File: src/rtl/alu_serial_ctrl_pkg.sv
// Shared encodings for the bit-serial ALU controller and its 1-bit slice.
package alu_pkg;

    localparam logic [2:0] OP_ADD   = 3'b000;
    localparam logic [2:0] OP_SUB   = 3'b001;
    localparam logic [2:0] OP_AND   = 3'b010;
    localparam logic [2:0] OP_OR    = 3'b011;
    localparam logic [2:0] OP_XOR   = 3'b100;
    localparam logic [2:0] OP_NOT   = 3'b101;
    localparam logic [2:0] OP_PASSA = 3'b110;
    localparam logic [2:0] OP_PASSB = 3'b111;

    typedef enum logic [1:0] {
        IDLE = 2'd0,
        RUN  = 2'd1,
        DONE = 2'd2
    } state_t;

    // Subtraction is a + ~b + 1: the slice inverts op2, the +1 enters as the initial carry.
    function automatic logic init_cin(input logic mode, input logic [2:0] opsel);
        return mode && (opsel == OP_SUB);
    endfunction

endpackage

File: src/rtl/alu_serial_ctrl_if.sv
// Request/result bus plus the bit-level link to the 1-bit ALU slice.
interface alu_serial_ctrl_if #(
    parameter int WIDTH = 8
);
    logic             start;
    logic [WIDTH-1:0] a;
    logic [WIDTH-1:0] b;
    logic [2:0]       opsel;
    logic             mode;

    logic             slice_op1;
    logic             slice_op2;
    logic             slice_cin;
    logic [2:0]       slice_opsel;
    logic             slice_mode;
    logic             slice_result;
    logic             slice_cout;

    logic             busy;
    logic             done;
    logic [WIDTH-1:0] result;
    logic             c_flag;
    logic             z_flag;
    logic             o_flag;
    logic             s_flag;

    // slave = the controller; master = requester plus the slice it drives
    modport slave (
        input  start, a, b, opsel, mode, slice_result, slice_cout,
        output slice_op1, slice_op2, slice_cin, slice_opsel, slice_mode,
        output busy, done, result, c_flag, z_flag, o_flag, s_flag
    );

    modport master (
        output start, a, b, opsel, mode, slice_result, slice_cout,
        input  slice_op1, slice_op2, slice_cin, slice_opsel, slice_mode,
        input  busy, done, result, c_flag, z_flag, o_flag, s_flag
    );
endinterface

File: src/rtl/alu_serial_ctrl.sv
// Bit-serial sequencer: feeds a 1-bit ALU slice LSB first, chains its carry,
// reassembles the result and produces C/Z/O/S flags with a one-cycle done pulse.
module alu_serial_ctrl
    import alu_pkg::*;
#(
    parameter int WIDTH = 8
) (
    input  logic              clk,
    input  logic              rst_n,
    alu_serial_ctrl_if.slave  bus
);

    localparam int CW = $clog2(WIDTH);

    state_t           r_state;
    state_t           w_next;
    logic [WIDTH-1:0] r_a_sh;
    logic [WIDTH-1:0] r_b_sh;
    logic [WIDTH-1:0] r_res_sh;
    logic [WIDTH-1:0] r_result;
    logic [CW-1:0]    r_count;
    logic [2:0]       r_opsel;
    logic             r_mode;
    logic             r_carry;
    logic             r_zero_acc;
    logic             r_c;
    logic             r_z;
    logic             r_o;
    logic             r_s;
    logic             w_accept;
    logic             w_last;

    assign w_accept = (r_state == IDLE) && bus.start;
    assign w_last   = (r_state == RUN) && (r_count == CW'(WIDTH - 1));

    always_ff @(posedge clk or negedge rst_n) begin
        if (!rst_n) r_state <= IDLE;
        else        r_state <= w_next;
    end

    always_comb begin
        w_next = r_state;
        case (r_state)
            IDLE:    if (bus.start) w_next = RUN;
            RUN:     if (w_last)    w_next = DONE;
            DONE:    w_next = IDLE;
            default: w_next = IDLE;
        endcase
    end

    always_ff @(posedge clk or negedge rst_n) begin
        if (!rst_n) begin
            r_a_sh     <= '0;
            r_b_sh     <= '0;
            r_res_sh   <= '0;
            r_result   <= '0;
            r_count    <= '0;
            r_opsel    <= '0;
            r_mode     <= 1'b0;
            r_carry    <= 1'b0;
            r_zero_acc <= 1'b0;
            r_c        <= 1'b0;
            r_z        <= 1'b0;
            r_o        <= 1'b0;
            r_s        <= 1'b0;
        end else if (w_accept) begin
            r_a_sh     <= bus.a;
            r_b_sh     <= bus.b;
            r_res_sh   <= '0;
            r_opsel    <= bus.opsel;
            r_mode     <= bus.mode;
            r_carry    <= init_cin(bus.mode, bus.opsel);
            r_count    <= '0;
            r_zero_acc <= 1'b0;
        end else if (r_state == RUN) begin
            r_a_sh     <= r_a_sh >> 1;
            r_b_sh     <= r_b_sh >> 1;
            r_res_sh   <= {bus.slice_result, r_res_sh[WIDTH-1:1]};
            r_zero_acc <= r_zero_acc | bus.slice_result;
            r_carry    <= r_mode & bus.slice_cout;
            r_count    <= r_count + CW'(1);
            // Visible result/flags change only here so they stay stable between runs.
            if (w_last) begin
                r_result <= {bus.slice_result, r_res_sh[WIDTH-1:1]};
                r_c      <= r_mode & bus.slice_cout;
                r_o      <= r_mode & (r_carry ^ bus.slice_cout);
                r_s      <= bus.slice_result;
                r_z      <= ~(r_zero_acc | bus.slice_result);
            end
        end
    end

    assign bus.slice_op1   = r_a_sh[0];
    assign bus.slice_op2   = r_b_sh[0];
    assign bus.slice_cin   = r_carry;
    assign bus.slice_opsel = r_opsel;
    assign bus.slice_mode  = r_mode;
    assign bus.busy        = (r_state != IDLE);
    assign bus.done        = (r_state == DONE);
    assign bus.result      = r_result;
    assign bus.c_flag      = r_c;
    assign bus.z_flag      = r_z;
    assign bus.o_flag      = r_o;
    assign bus.s_flag      = r_s;

endmodule

File: src/flat_wrapper.sv
// flat-port wrapper written by rule: the top's interface ports become plain ports
module alu_serial_ctrl_flat import alu_pkg::*;
#(
    parameter int WIDTH = 8
)
  (clk, rst_n, bus_start, bus_a, bus_b, bus_opsel, bus_mode, bus_slice_result, bus_slice_cout, bus_slice_op1, bus_slice_op2, bus_slice_cin, bus_slice_opsel, bus_slice_mode, bus_busy, bus_done, bus_result, bus_c_flag, bus_z_flag, bus_o_flag, bus_s_flag);
  alu_serial_ctrl_if #(.WIDTH(WIDTH)) bus_i ();
  input  logic clk;
  input  logic rst_n;
  input wire logic [$bits(bus_i.start)-1:0] bus_start;
  input wire logic [$bits(bus_i.a)-1:0] bus_a;
  input wire logic [$bits(bus_i.b)-1:0] bus_b;
  input wire logic [$bits(bus_i.opsel)-1:0] bus_opsel;
  input wire logic [$bits(bus_i.mode)-1:0] bus_mode;
  input wire logic [$bits(bus_i.slice_result)-1:0] bus_slice_result;
  input wire logic [$bits(bus_i.slice_cout)-1:0] bus_slice_cout;
  output wire logic [$bits(bus_i.slice_op1)-1:0] bus_slice_op1;
  output wire logic [$bits(bus_i.slice_op2)-1:0] bus_slice_op2;
  output wire logic [$bits(bus_i.slice_cin)-1:0] bus_slice_cin;
  output wire logic [$bits(bus_i.slice_opsel)-1:0] bus_slice_opsel;
  output wire logic [$bits(bus_i.slice_mode)-1:0] bus_slice_mode;
  output wire logic [$bits(bus_i.busy)-1:0] bus_busy;
  output wire logic [$bits(bus_i.done)-1:0] bus_done;
  output wire logic [$bits(bus_i.result)-1:0] bus_result;
  output wire logic [$bits(bus_i.c_flag)-1:0] bus_c_flag;
  output wire logic [$bits(bus_i.z_flag)-1:0] bus_z_flag;
  output wire logic [$bits(bus_i.o_flag)-1:0] bus_o_flag;
  output wire logic [$bits(bus_i.s_flag)-1:0] bus_s_flag;
  assign bus_i.start = bus_start;
  assign bus_i.a = bus_a;
  assign bus_i.b = bus_b;
  assign bus_i.opsel = bus_opsel;
  assign bus_i.mode = bus_mode;
  assign bus_i.slice_result = bus_slice_result;
  assign bus_i.slice_cout = bus_slice_cout;
  assign bus_slice_op1 = bus_i.slice_op1;
  assign bus_slice_op2 = bus_i.slice_op2;
  assign bus_slice_cin = bus_i.slice_cin;
  assign bus_slice_opsel = bus_i.slice_opsel;
  assign bus_slice_mode = bus_i.slice_mode;
  assign bus_busy = bus_i.busy;
  assign bus_done = bus_i.done;
  assign bus_result = bus_i.result;
  assign bus_c_flag = bus_i.c_flag;
  assign bus_z_flag = bus_i.z_flag;
  assign bus_o_flag = bus_i.o_flag;
  assign bus_s_flag = bus_i.s_flag;
  alu_serial_ctrl #(.WIDTH(WIDTH)) u_core (.clk(clk), .rst_n(rst_n), .bus(bus_i));
endmodule
File: config.mk
export PLATFORM = sky130hd
export DESIGN_NAME = alu_serial_ctrl_flat
export DESIGN_NICKNAME = d
export VERILOG_FILES = /design/src/rtl/alu_serial_ctrl_pkg.sv /design/src/rtl/alu_serial_ctrl_if.sv /design/src/rtl/alu_serial_ctrl.sv /design/src/flat_wrapper.sv
export SDC_FILE = /design/constraint.sdc
export NUM_CORES = 1
export LEC_CHECK = 0
export CAP_MARGIN = 20
export CELL_PAD_IN_SITES_DETAIL_PLACEMENT = 1
export CELL_PAD_IN_SITES_GLOBAL_PLACEMENT = 2
export CORE_MARGIN = 10
export CORE_UTILIZATION = 32
export DETAILED_ROUTE_END_ITERATION = 16
export PLACE_DENSITY_LB_ADDON = 0.25
export SLEW_MARGIN = 25
export SYNTH_ARGS = -nofsm -noshare
export SYNTH_HDL_FRONTEND = slang
export SYNTH_SLANG_ARGS = --single-unit
File: constraint.sdc
create_clock -name clk -period 1.6 [get_ports clk]
set_input_delay 0.32 -clock clk [delete_from_list [all_inputs] [get_ports clk]]
set_output_delay 0.32 -clock clk [all_outputs]
set_load 0.01 [all_outputs]
After elaboration in Yosys (flattened, before gate mapping)
Index checks and enable logic that the tools add are counted.

Equality and inequality tests: 6. Bitwise gates (word level): 6. Multiplexer cells: 15. Add/subtract/negate cells: 1. Reduce and logical (&&, ||, !) cells: 8.

Operator list (count): $mux 8 (6); $mux 3 (2); $mux 1 (4); $mux 2 (2); $pmux 2 s2 (1); $reduce_bool 2->1 (2); $add 3x1->3 const B (1); $eq 3x1->1 const B (1); $eq 3x3->1 const B (1); $logic_and 1x1->1 (3); $reduce_and 3->1 (1); $and 1x1->1 (2); $eq 2x1->1 const B (1); $eq 2x2->1 const B (1); $logic_not 2->1 (1); $ne 2x1->1 const B (1); $ne 2x2->1 const B (1); $not 1->1 (2); $reduce_and 2->1 (1); $or 1x1->1 (1); $xor 1x1->1 (1).

Register bits after elaboration: 47.

Logic depth before layout (Yosys ltp)
Gate-level depths: netlist of the first run.

Depth after elaboration: 4. Depth in mapped cells: 6. Gate-level depth less buffers: 5.

Least setup slack after synthesis of the first run
OpenSTA, ideal clock, no wires.

Kind: register to register. Start: register u_core.r_count[0]. End: register u_core.r_result[0] (netlist: u_core.bus.result[0]). Clock period less this slack: 1.435 ns. Path slack: 0.165 ns. Arrival: 1.310 ns. Cell stages (with the launch flop): 6. Path buffers: 1. Cell sequence: dfrtp_1 -> ha_1 -> ha_1 -> nand3b_4 -> buf_6 -> mux2_4.

Longest elaborated chain between the ends: 3.

Ends and longest elaborated chain: from (decl) (RTL line alu_serial_ctrl.sv:21) `logic [CW-1:0] r_count;`; from (signal assigned) (RTL line alu_serial_ctrl.sv:81) `r_count <= r_count + CW'(1);`; $eq 3x3->1 (RTL line alu_serial_ctrl.sv:34) `assign w_last = (r_state == RUN) && (r_count == CW'(WIDTH - 1));`; $logic_and 1x1->1 (RTL line alu_serial_ctrl.sv:34); $reduce_and 3->1 (no line); to (signal assigned) (RTL line alu_serial_ctrl.sv:84) `r_result <= {bus.slice_result, r_res_sh[WIDTH-1:1]};`; to (decl) (RTL line alu_serial_ctrl.sv:20) `logic [WIDTH-1:0] r_result;`.

Every way passes these cells. A chain may end at the register's enable or synchronous reset.

Worst setup path after layout of the first run
Start: register u_core.r_s (netlist: u_core.bus.s_flag). End: output port bus_s_flag.

RTL lines: from (decl) (RTL line alu_serial_ctrl.sv:29) `logic r_s;`; from (signal assigned) (RTL line alu_serial_ctrl.sv:87) `r_s <= bus.slice_result;`; to (decl) (RTL line flat_wrapper.sv:28) `output wire logic [$bits(bus_i.s_flag)-1:0] bus_s_flag;`.

No word-level cell between the ends.

==> out/metrics.sh, run 1 <==
MAX_CLOCK_FREQ_MHz=647
WORSTMARGINPINSLEW_NS=0.445
ANTENNA_FOUND_INITIAL=0
ROUTED_WL_UM=5030
DP_HPWL_UM=3620
GP_CONGESTION=0.740
NETLIST-CELL-TYPE-COUNT=30
SYNTH-EDFF-COUNT=0
DRT_PASS1_ITERATIONS=4
DOMINANT_DELAY_CONTRIBUTOR_BY_CELL_FAMILY_ON_THE_CRITICAL_PATH='buffers and inverters'
CTS.CLK_SLEW.WORST_PATHS_NS=0.09
SYNTH.CELL_AREA_SQ_UM=2040
GRT_MAX_DEGREE=33
TIMING.RR.END='u_core.bus.slice_opsel[2]'
VIAS=1471
GLOBAL_ROUTE_WIRE_LENGTH_BEFORE_REPAIR_UM=8320
CORE.ROWCOUNT=29
CRITICAL_PATH_CELL_COUNT=1
DIE_WIDTH_UM=99.9
CTS_BUFFER_DEPTH=2
SYNTHESIZED_INSTANCE_COUNT=173
MIN-DELAY-PATH-CLASS='input pin to async pin'
IR_DROP_mV=0.662
DESIGN.CORE.AREA_SQ_UM=6280
CRITICAL_PATH_BUF_INV_COUNT=1
POST-ROUTE-DRC-COUNT=0
SEQUENTIAL_CELL_AREA_SQ_UM=1130
CTS.SINKS=45
CP.REQUIRED_NS=1.28
GRTUSAGETOTAL_PCT=10.3
FINALINSTANCEAREA_SQ_UM=2720
YS_ASYNC_SR_FRACTION_PCT=100
POWER.TOTAL_uW=4470
FINAL-INSTANCE-COUNT-EXCL-FILL=304
START_UTIL_PCT=32.5
TRITONCTS='done'
END_KIND='output pin'
CLOCK_SKEWS_NS=0.00743
SYN_AREA_PER_CELL_SQ_UM=11.8
AREA_DELTA_SYNTH_FINAL_PCT=33.2
TRITONCTS.NUM_BUFFERS=5
FILLERS=678
CLKLATENCYLATEPIN_NS=0.30
FP.DIEAREA_SQ_UM=9970
CLOCK_TREE.HTREE_LEVEL_COUNT=2
GRT_PASS1_VIAS=1606
WORST-R2R-SETUP-SLACK_NS=0.07
FINAL_ANTENNA_NET_COUNT=0
WORST_EP_ARRIVAL_TIME_NS=1.22
ENDPOINT='bus_s_flag'
VIA_PER_INST=4.84
FINALHOLDVIOLCOUNT=0
FIN_UTIL_PCT=43.3
PLACE.DETAILED.INSTANCES=291
POST_ROUTE_MINIMUM_PERIOD_NS=1.54
SYNTH-WARNING-COUNT=0
DRT-WIRELENGTH-PER-CELL_UM=16.6
IO_PINS=46
WORSTSETUPSTARTPOINT='u_core.bus.s_flag'
CRITPATHLAUNCHTYPE='flop'
YS_SEQ_ELEMENTS=45
RELSLEWSLACK_PCT=70.3
FINALNETCOUNT=253
CP_CELL_SEQUENCE='clkdlybuf4s50_1'
RSZ0062_AT_GRT='false'
LAYOUT.CELLS.MOST_COMMON_LIST='sky130_fd_sc_hd__dfrtp_1 (45), sky130_fd_sc_hd__clkdlybuf4s50_1 (39), sky130_fd_sc_hd__nand2_1 (21)'
SYNTH_FP_NETS=200
FINAL_LAYOUT_SIZE_SUFFIX_GT1_SHARE_PCT=18.1
POWER_DENSITY_nW_PER_UM2=1640
LAYOUT_COMMONEST_CELL='sky130_fd_sc_hd__dfrtp_1'
CTS_ROOT_BUF='sky130_fd_sc_hd__clkbuf_8'
DETAILEDROUTE.FIRSTITERATIONVIOLATIONS=66
RUN_STATUS='finished clean'
MULTI_INPUT_COMB_AREA_SQ_UM=817
TIMING_WORST_SETUP_PATH_TYPE='flop to output pin'
IO_BUFFER_COUNT=45
FLOORPLAN.DIE.HEIGHT_UM=99.9
R2R.WORST_PATH.CELLS=4
FINAL.PERIOD_UTILIZATION_PCT=96.6
OVERFLOW=0
TIMING.CRITICAL_PATH.FANOUT_MAX=3
FLIP_FLOP_CELL_WITH_THE_HIGHEST_COUNT_AFTER_SYNTHESIS='sky130_fd_sc_hd__dfrtp_1'
CPPEAKSTAGEDELAY_NS=0.55
REGTOREGSTARTPOINT='u_core.r_state[0]'
NUMBER_OF_MAXIMUM_CAPACITANCE_VIOLATIONS=0
SETUP_VIOL=0
POSTPLACECELLAREA_SQ_UM=2580
ANTENNA_CELLS=0
LEAKAGE_uW=0.00130
FINALHOLDWORSTSLACK_NS=0.489
PROPORTION_OF_SYNTHESIZED_CHIP_AREA_IN_SEQUENTIAL_CELLS_PCT=55.2
MAXSLEWVIOLCOUNT=0
CRIT_PATH_TOP_DELAY_CELL='sky130_fd_sc_hd__clkdlybuf4s50_1'
-- registers in the layout (all words and copies together), names as in the netlist --
signal / cells
u_core.r_a_sh: 8
u_core.r_zero_acc: 1
u_core.r_b_sh: 8
u_core.bus.slice_opsel: 3
u_core.bus.slice_cin: 1
u_core.bus.z_flag: 1
u_core.r_res_sh: 7
u_core.r_count: 3
u_core.bus.c_flag: 1
u_core.bus.o_flag: 1
u_core.r_state: 2
u_core.bus.s_flag: 1
u_core.bus.result: 7
u_core.bus.slice_mode: 1
-- where the power goes --
group / switching [uW] / internal (uW)
registers: 292 / 1590
logic: 791 / 1080
clock network: 403 / 310
total: 1490 / 2980
-- how the worst min path moves through the flow --
| stage | start | to | slack [ns] |
|---|---|---|---|
| 5_1_grt | rst_n | u_core.bus.result[6] | 0.51 |
| 6_report | rst_n | u_core.bus.result[5] | 0.49 |
| 4_1_cts | rst_n | u_core.bus.result[6] | 0.49 |
| 2_1_floorplan | rst_n | u_core.bus.c_flag | 0.02 |
| 3_3_place_gp | rst_n | u_core.bus.result[5] | 0.28 |
| 3_5_place_dp | rst_n | u_core.bus.result[5] | 0.29 |
-- per-layer routing --
| metal | track usage (%) | wire, um | vias up |
|---|---|---|---|
| met1 | 12.4 | 2180 | 727 |
| met5 | 0 | 0 | - |
| met3 | 3.30 | 238 | 5 |
| li1 | - | - | 714 |
| met4 | 3.64 | 56 | 0 |
| met2 | 16.9 | 2560 | 25 |
-- repair_timing --
item	CTS	global route
buffers inserted	2	2
setup endpoints to repair	5	7
cloned	0	0
pin swaps	0	1
hold buffers	1	0
gates resized for setup	6	2
endpoints found under the hold margin	18	0
-- final cells by class --
cell class	count	area share, %
clock buffer	5	2.53
inverter	3	0.414
timing repair buffer	59	21.2
multi-input combinational	112	30.1
sequential	45	41.4
tap	77	3.55
clock inverter	3	0.829
-- stage by stage --
step           TNS, ns  setup WS, ns
2_1_floorplan        0         0.165
3_3_place_gp    -0.352       -0.0255
3_5_place_dp     -1.04       -0.0693
4_1_cts              0       0.00582
5_1_grt              0       0.00273
6_report             0        0.0552
-- kinds of logic (layout without fill, tap and decap cells) --
group / after synthesis / after routing / synth area share [%]
AOI/OAI and AO/OA: 48 / 48 / 14.5
muxes: 14 / 14 / 8.95
buffers and inverters: 16 / 70 / 4.78
xor gates and xnor gates: 1 / 1 / 0.429
DFF: 45 / 45 / 55.2
adders and majority gates: 2 / 2 / 1.23
and+or+nand+nor: 47 / 47 / 15.0
-- cell usage after synthesis (all sizes together), types with 2 or more instances --
library cell / count / share of area, %
a22o: 9 / 3.9
inv: 3 / 0.55
and3b: 14 / 6.0
clkbuf: 2 / 0.43
nand2: 21 / 3.9
a21oi: 16 / 3.9
dfrtp: 45 / 55
ha: 2 / 1.2
and2b: 3 / 1.2
nor2b: 4 / 1.6
mux2: 13 / 8.5
o21ai: 20 / 4.9
buf: 11 / 3.8
No activity file was read; power rests on OpenSTA's default activity.
==> inputs of run 2 (changes only) <==
--- a/config.mk
+++ b/config.mk
@@ -5,13 +5,14 @@
 export SDC_FILE = /design/constraint.sdc
 export NUM_CORES = 1
 export LEC_CHECK = 0
+export ABC_AREA = 1
 export CAP_MARGIN = 20
 export CELL_PAD_IN_SITES_DETAIL_PLACEMENT = 1
 export CELL_PAD_IN_SITES_GLOBAL_PLACEMENT = 2
 export CORE_MARGIN = 10
-export CORE_UTILIZATION = 32
+export CORE_UTILIZATION = 30
 export DETAILED_ROUTE_END_ITERATION = 16
-export PLACE_DENSITY_LB_ADDON = 0.25
+export PLACE_DENSITY = 0.85
 export SLEW_MARGIN = 25
 export SYNTH_ARGS = -nofsm -noshare
 export SYNTH_HDL_FRONTEND = slang
==> run 2 against run 1 <==
Fmax fell by 0.61%. Non-clock buffer count fell by 9. Critical path depth did not move. Worst setup slack got worse by 0.0095 ns. Clock-buffer cell count unchanged. Design area down 3.7%. Via count shrank 0.82%. Area after synthesis fell by 4.5%. First-iteration DRC count down 33%. Global-route usage down 1.2 points. Clock skew about the same. Critical path type unchanged. Highest routed layer unchanged.
==> out/metrics.sh, run 2 <==
FINAL.PERIOD_UTILIZATION_PCT=97.1
PWR-SHARE-SEQ_PCT=39.2
POST-ROUTE-DRC-COUNT=0
POSTPLACECELLAREA_SQ_UM=2450
MIN-DELAY-PATH-CLASS='flop to flop'
TIMING.CRITICAL_PATH.FANOUT_MAX=3
FLIP_FLOP_CELL_WITH_THE_HIGHEST_COUNT_AFTER_SYNTHESIS='sky130_fd_sc_hd__dfrtp_1'
MAX_CLOCK_FREQ_MHz=643
CLOCK_SKEWS_NS=0.00759
SYNTH_COMMONEST_CELLS='sky130_fd_sc_hd__nand2_1 (67), sky130_fd_sc_hd__dfrtp_1 (45), sky130_fd_sc_hd__inv_1 (17)'
END_KIND='output pin'
POST_ROUTE_MINIMUM_PERIOD_NS=1.55
CTS.SINKS=45
GRT_PASS1_VIAS=1602
SYNTHDOMINANTAREACELLTYPE='sky130_fd_sc_hd__dfrtp_1'
ANTENNA_CELLS=0
YOSYS.CELL_COUNT.TOP_TYPE='sky130_fd_sc_hd__nand2_1'
IR_DROP_mV=0.740
YS_ASYNC_SR_FRACTION_PCT=100
LARGESTREGISTERS='u_core.r_a_sh: 8 flops, u_core.r_b_sh: 8 flops'
CTS.CLK_SLEW.WORST_PATHS_NS=0.09
SWITCHING_POWER_uW=1620
CRITPATHLAUNCHTYPE='flop'
FINAL_LAYOUT_SIZE_SUFFIX_GT1_SHARE_PCT=13.7
WORSTMARGINPINSLEW_NS=0.236
SYNTH-EDFF-COUNT=0
REGTOREGSTARTPOINT='u_core.r_count[0]'
CRITICAL_PATH_BUF_INV_COUNT=1
GRTUSAGETOTAL_PCT=9.11
P_CLK_SHARE_PCT=21.5
TIMING.HOLD.WORST_ENDPOINT='u_core.bus.z_flag'
SYNTH_SIMPLE_GATE_AREA_SHARE_PCT=21.5
COMB_POWER_SHARE_PCT=39.2
CTS_BUFFER_DEPTH=2
SYNTH_XOR_AREA_SHARE_PCT=0.449
DP_HPWL_UM=3140
LEAKAGE_uW=0.00127
DESIGN.CORE.AREA_SQ_UM=6310
SYNTH_TOP_FAMILY_BY_AREA='simple AND/OR/NAND/NOR gates'
START_UTIL_PCT=30.9
HOLD_PATH_START='u_core.r_zero_acc'
FINALINSTANCEAREA_SQ_UM=2620
R2R.WORST_PATH.CELLS=7
PROPORTION_OF_SYNTHESIZED_CHIP_AREA_IN_SEQUENTIAL_CELLS_PCT=57.8
SWITCHING_SHARE_PCT=34.2
CLKLATENCYLATEPIN_NS=0.30
FILLERS=742
SETUP_VIOL=0
POST_SYNTH_MUX_AREA_SHARE_PCT=0
GP_CONGESTION=0.729
CORE.ROWCOUNT=29
SYNTH_TOP_CELLS_BY_AREA='sky130_fd_sc_hd__dfrtp_1 (58%), sky130_fd_sc_hd__nand2_1 (13%), sky130_fd_sc_hd__o21ai_2 (4.0%)'
FINALNETCOUNT=275
LAYOUT.CELLS.MOST_COMMON_LIST='sky130_fd_sc_hd__nand2_1 (67), sky130_fd_sc_hd__dfrtp_1 (45), sky130_fd_sc_hd__clkdlybuf4s50_1 (39)'
CP_CELL_SEQUENCE='clkdlybuf4s50_1'
DETAILEDROUTE.FIRSTITERATIONVIOLATIONS=44
CP.REQUIRED_NS=1.28
ROUTED_WL_UM=4420
GRT_MAX_DEGREE=46
NETLIST-CELL-TYPE-COUNT=28
DRT-WIRELENGTH-PER-CELL_UM=13.5
RELSLEWSLACK_PCT=84.1
POWER_REPORT.INTERNAL_TOTAL_uW=3120
SYNTH_COMPOUND_GATE_AREA_SHARE_PCT=9.69
FP.DIEAREA_SQ_UM=10100
DIE_WIDTH_UM=101
FINAL_ANTENNA_NET_COUNT=0
FLOORPLAN.DIE.HEIGHT_UM=101
SYN_AREA_PER_CELL_SQ_UM=9.85
WORST-R2R-SETUP-SLACK_NS=0.22
CRIT_PATH_TOP_DELAY_CELL='sky130_fd_sc_hd__clkdlybuf4s50_1'
NUMBER_OF_MAXIMUM_CAPACITANCE_VIOLATIONS=0
RUN_STATUS='finished clean'
DRT_PASS1_ITERATIONS=4
ANTENNA_FOUND_INITIAL=0
VIAS=1459
IO_BUFFER_COUNT=45
TRITONCTS='done'
IO_PINS=46
SYNTH_FP_NETS=225
OVERFLOW=0
CTS_ROOT_BUF='sky130_fd_sc_hd__clkbuf_8'
HOLDPATHSTAGES=1
SYNTH_ADDER_AREA_SHARE_PCT=1.28
CLOCK_TREE.HTREE_LEVEL_COUNT=2
GLOBAL_ROUTE_WIRE_LENGTH_BEFORE_REPAIR_UM=7470
MAXSLEWVIOLCOUNT=0
AREA_DELTA_SYNTH_FINAL_PCT=34.2
VIA_PER_INST=4.48
WORST_EP_ARRIVAL_TIME_NS=1.23
RSZ0062_AT_GRT='false'
SYNTH-WARNING-COUNT=0
YS_SEQ_ELEMENTS=45
FINALHOLDVIOLCOUNT=0
FINALHOLDWORSTSLACK_NS=0.471
SYNTH.CELL_AREA_SQ_UM=1950
TIMING.RR.END='u_core.bus.result[0]'
SYNTH.TOP_CELL.AREA_SHARE_PCT=57.8
TRITONCTS.NUM_BUFFERS=5
DOMINANT_DELAY_CONTRIBUTOR_BY_CELL_FAMILY_ON_THE_CRITICAL_PATH='buffers and inverters'
POWER_DENSITY_nW_PER_UM2=1810
SYNTHESIZED_INSTANCE_COUNT=198
TIMING_WORST_SETUP_PATH_TYPE='flop to output pin'
CPPEAKSTAGEDELAY_NS=0.55
LAYOUT_COMMONEST_CELL='sky130_fd_sc_hd__nand2_1'
[run 2: changes by cell type after synthesis, moves of 9 or more]
cell                      delta
sky130_fd_sc_hd__inv_1      +14
sky130_fd_sc_hd__nand2_1    +46
sky130_fd_sc_hd__nand3_1    +15
sky130_fd_sc_hd__o21ai_2     +9
sky130_fd_sc_hd__a21oi_1    -15
sky130_fd_sc_hd__and3b_1    -14
sky130_fd_sc_hd__o21ai_0     -9
[run 2: how the worst max path moves through the flow]
stage	startpoint	end	slack, ns	depth (start not counted)
finish	u_core.bus.s_flag	bus_result[7]	0.05	1
global route	u_core.bus.s_flag	bus_result[7]	0.001	1
CTS	u_core.bus.slice_mode	bus_slice_mode	0.001	1
detailed placement	bus_start	u_core.bus.slice_cin	-0.05	6
global placement	bus_start	u_core.bus.slice_cin	-0.007	6
floorplan	u_core.r_count[0]	u_core.bus.result[1]	0.29	8
[run 2: kinds of logic (layout without fill, tap and decap cells)]
| family | Yosys count | in the layout |
|---|---|---|
| AND/OR/NAND/NOR | 94 | 94 |
| flip-flops | 45 | 45 |
| buffers and inverters | 29 | 80 |
| AO/OA/AOI/OAI | 27 | 27 |
| adder cells (fa/ha/maj) | 2 | 2 |
| XOR/XNOR | 1 | 1 |
[run 2: per-layer routing]
layer	vias to the layer above	wire (um)	GRT usage (%)
met2	33	2120	14.7
li1	725	-	-
met4	0	61	3.26
met5	-	0	0
met3	5	318	4.12
met1	696	1920	10.4
[run 2: area by class of cell]
cell class | count | area (sq um) | share of cell area [%]
Multi-Input combinational cell | 124 | 647 | 24.7
Clock buffer | 5 | 68.8 | 2.63
Clock inverter | 3 | 65.1 | 2.49
Inverter | 22 | 97.6 | 3.73
Sequential cell | 45 | 1130 | 43.0
Tap cell | 77 | 96.3 | 3.68
Timing Repair Buffer | 50 | 515 | 19.7
[run 2: power by group through the flow]
stage	registers (uW)	logic [uW]	clock network [uW]
2_1_floorplan	1940	1090	0
3_3_place_gp	1860	1850	0
3_5_place_dp	1880	1900	0
4_1_cts	1870	1910	1050
5_1_grt	1930	2090	1090
6_report	1860	1860	1020
[run 2: timing repair]
item | 4_1_cts | 5_1_grt
endpoints found under the setup margin | 2 | 5
setup buffers | 0 | 1
pin swaps | 0 | 1
cloned | 0 | 0
hold buffers | 1 | 0
hold endpoints to repair | 45 | 0
gates resized for setup | 3 | 3
[run 2: per-stage QoR]
stage | utilization (%) | TNS, ns | total power, uW | setup WS [ns] | instances
floorplan | - | 0 | 3040 | 0.294 | 198
global placement | 38.9 | -0.00679 | 3710 | -0.00679 | 316
detailed placement | 38.9 | -0.0913 | 3780 | -0.0459 | 316
CTS | 41.2 | 0 | 4830 | 0.000972 | 325
global route | 41.4 | 0 | 5100 | 0.00136 | 326
finish | 41.4 | 0 | 4740 | 0.0457 | 326
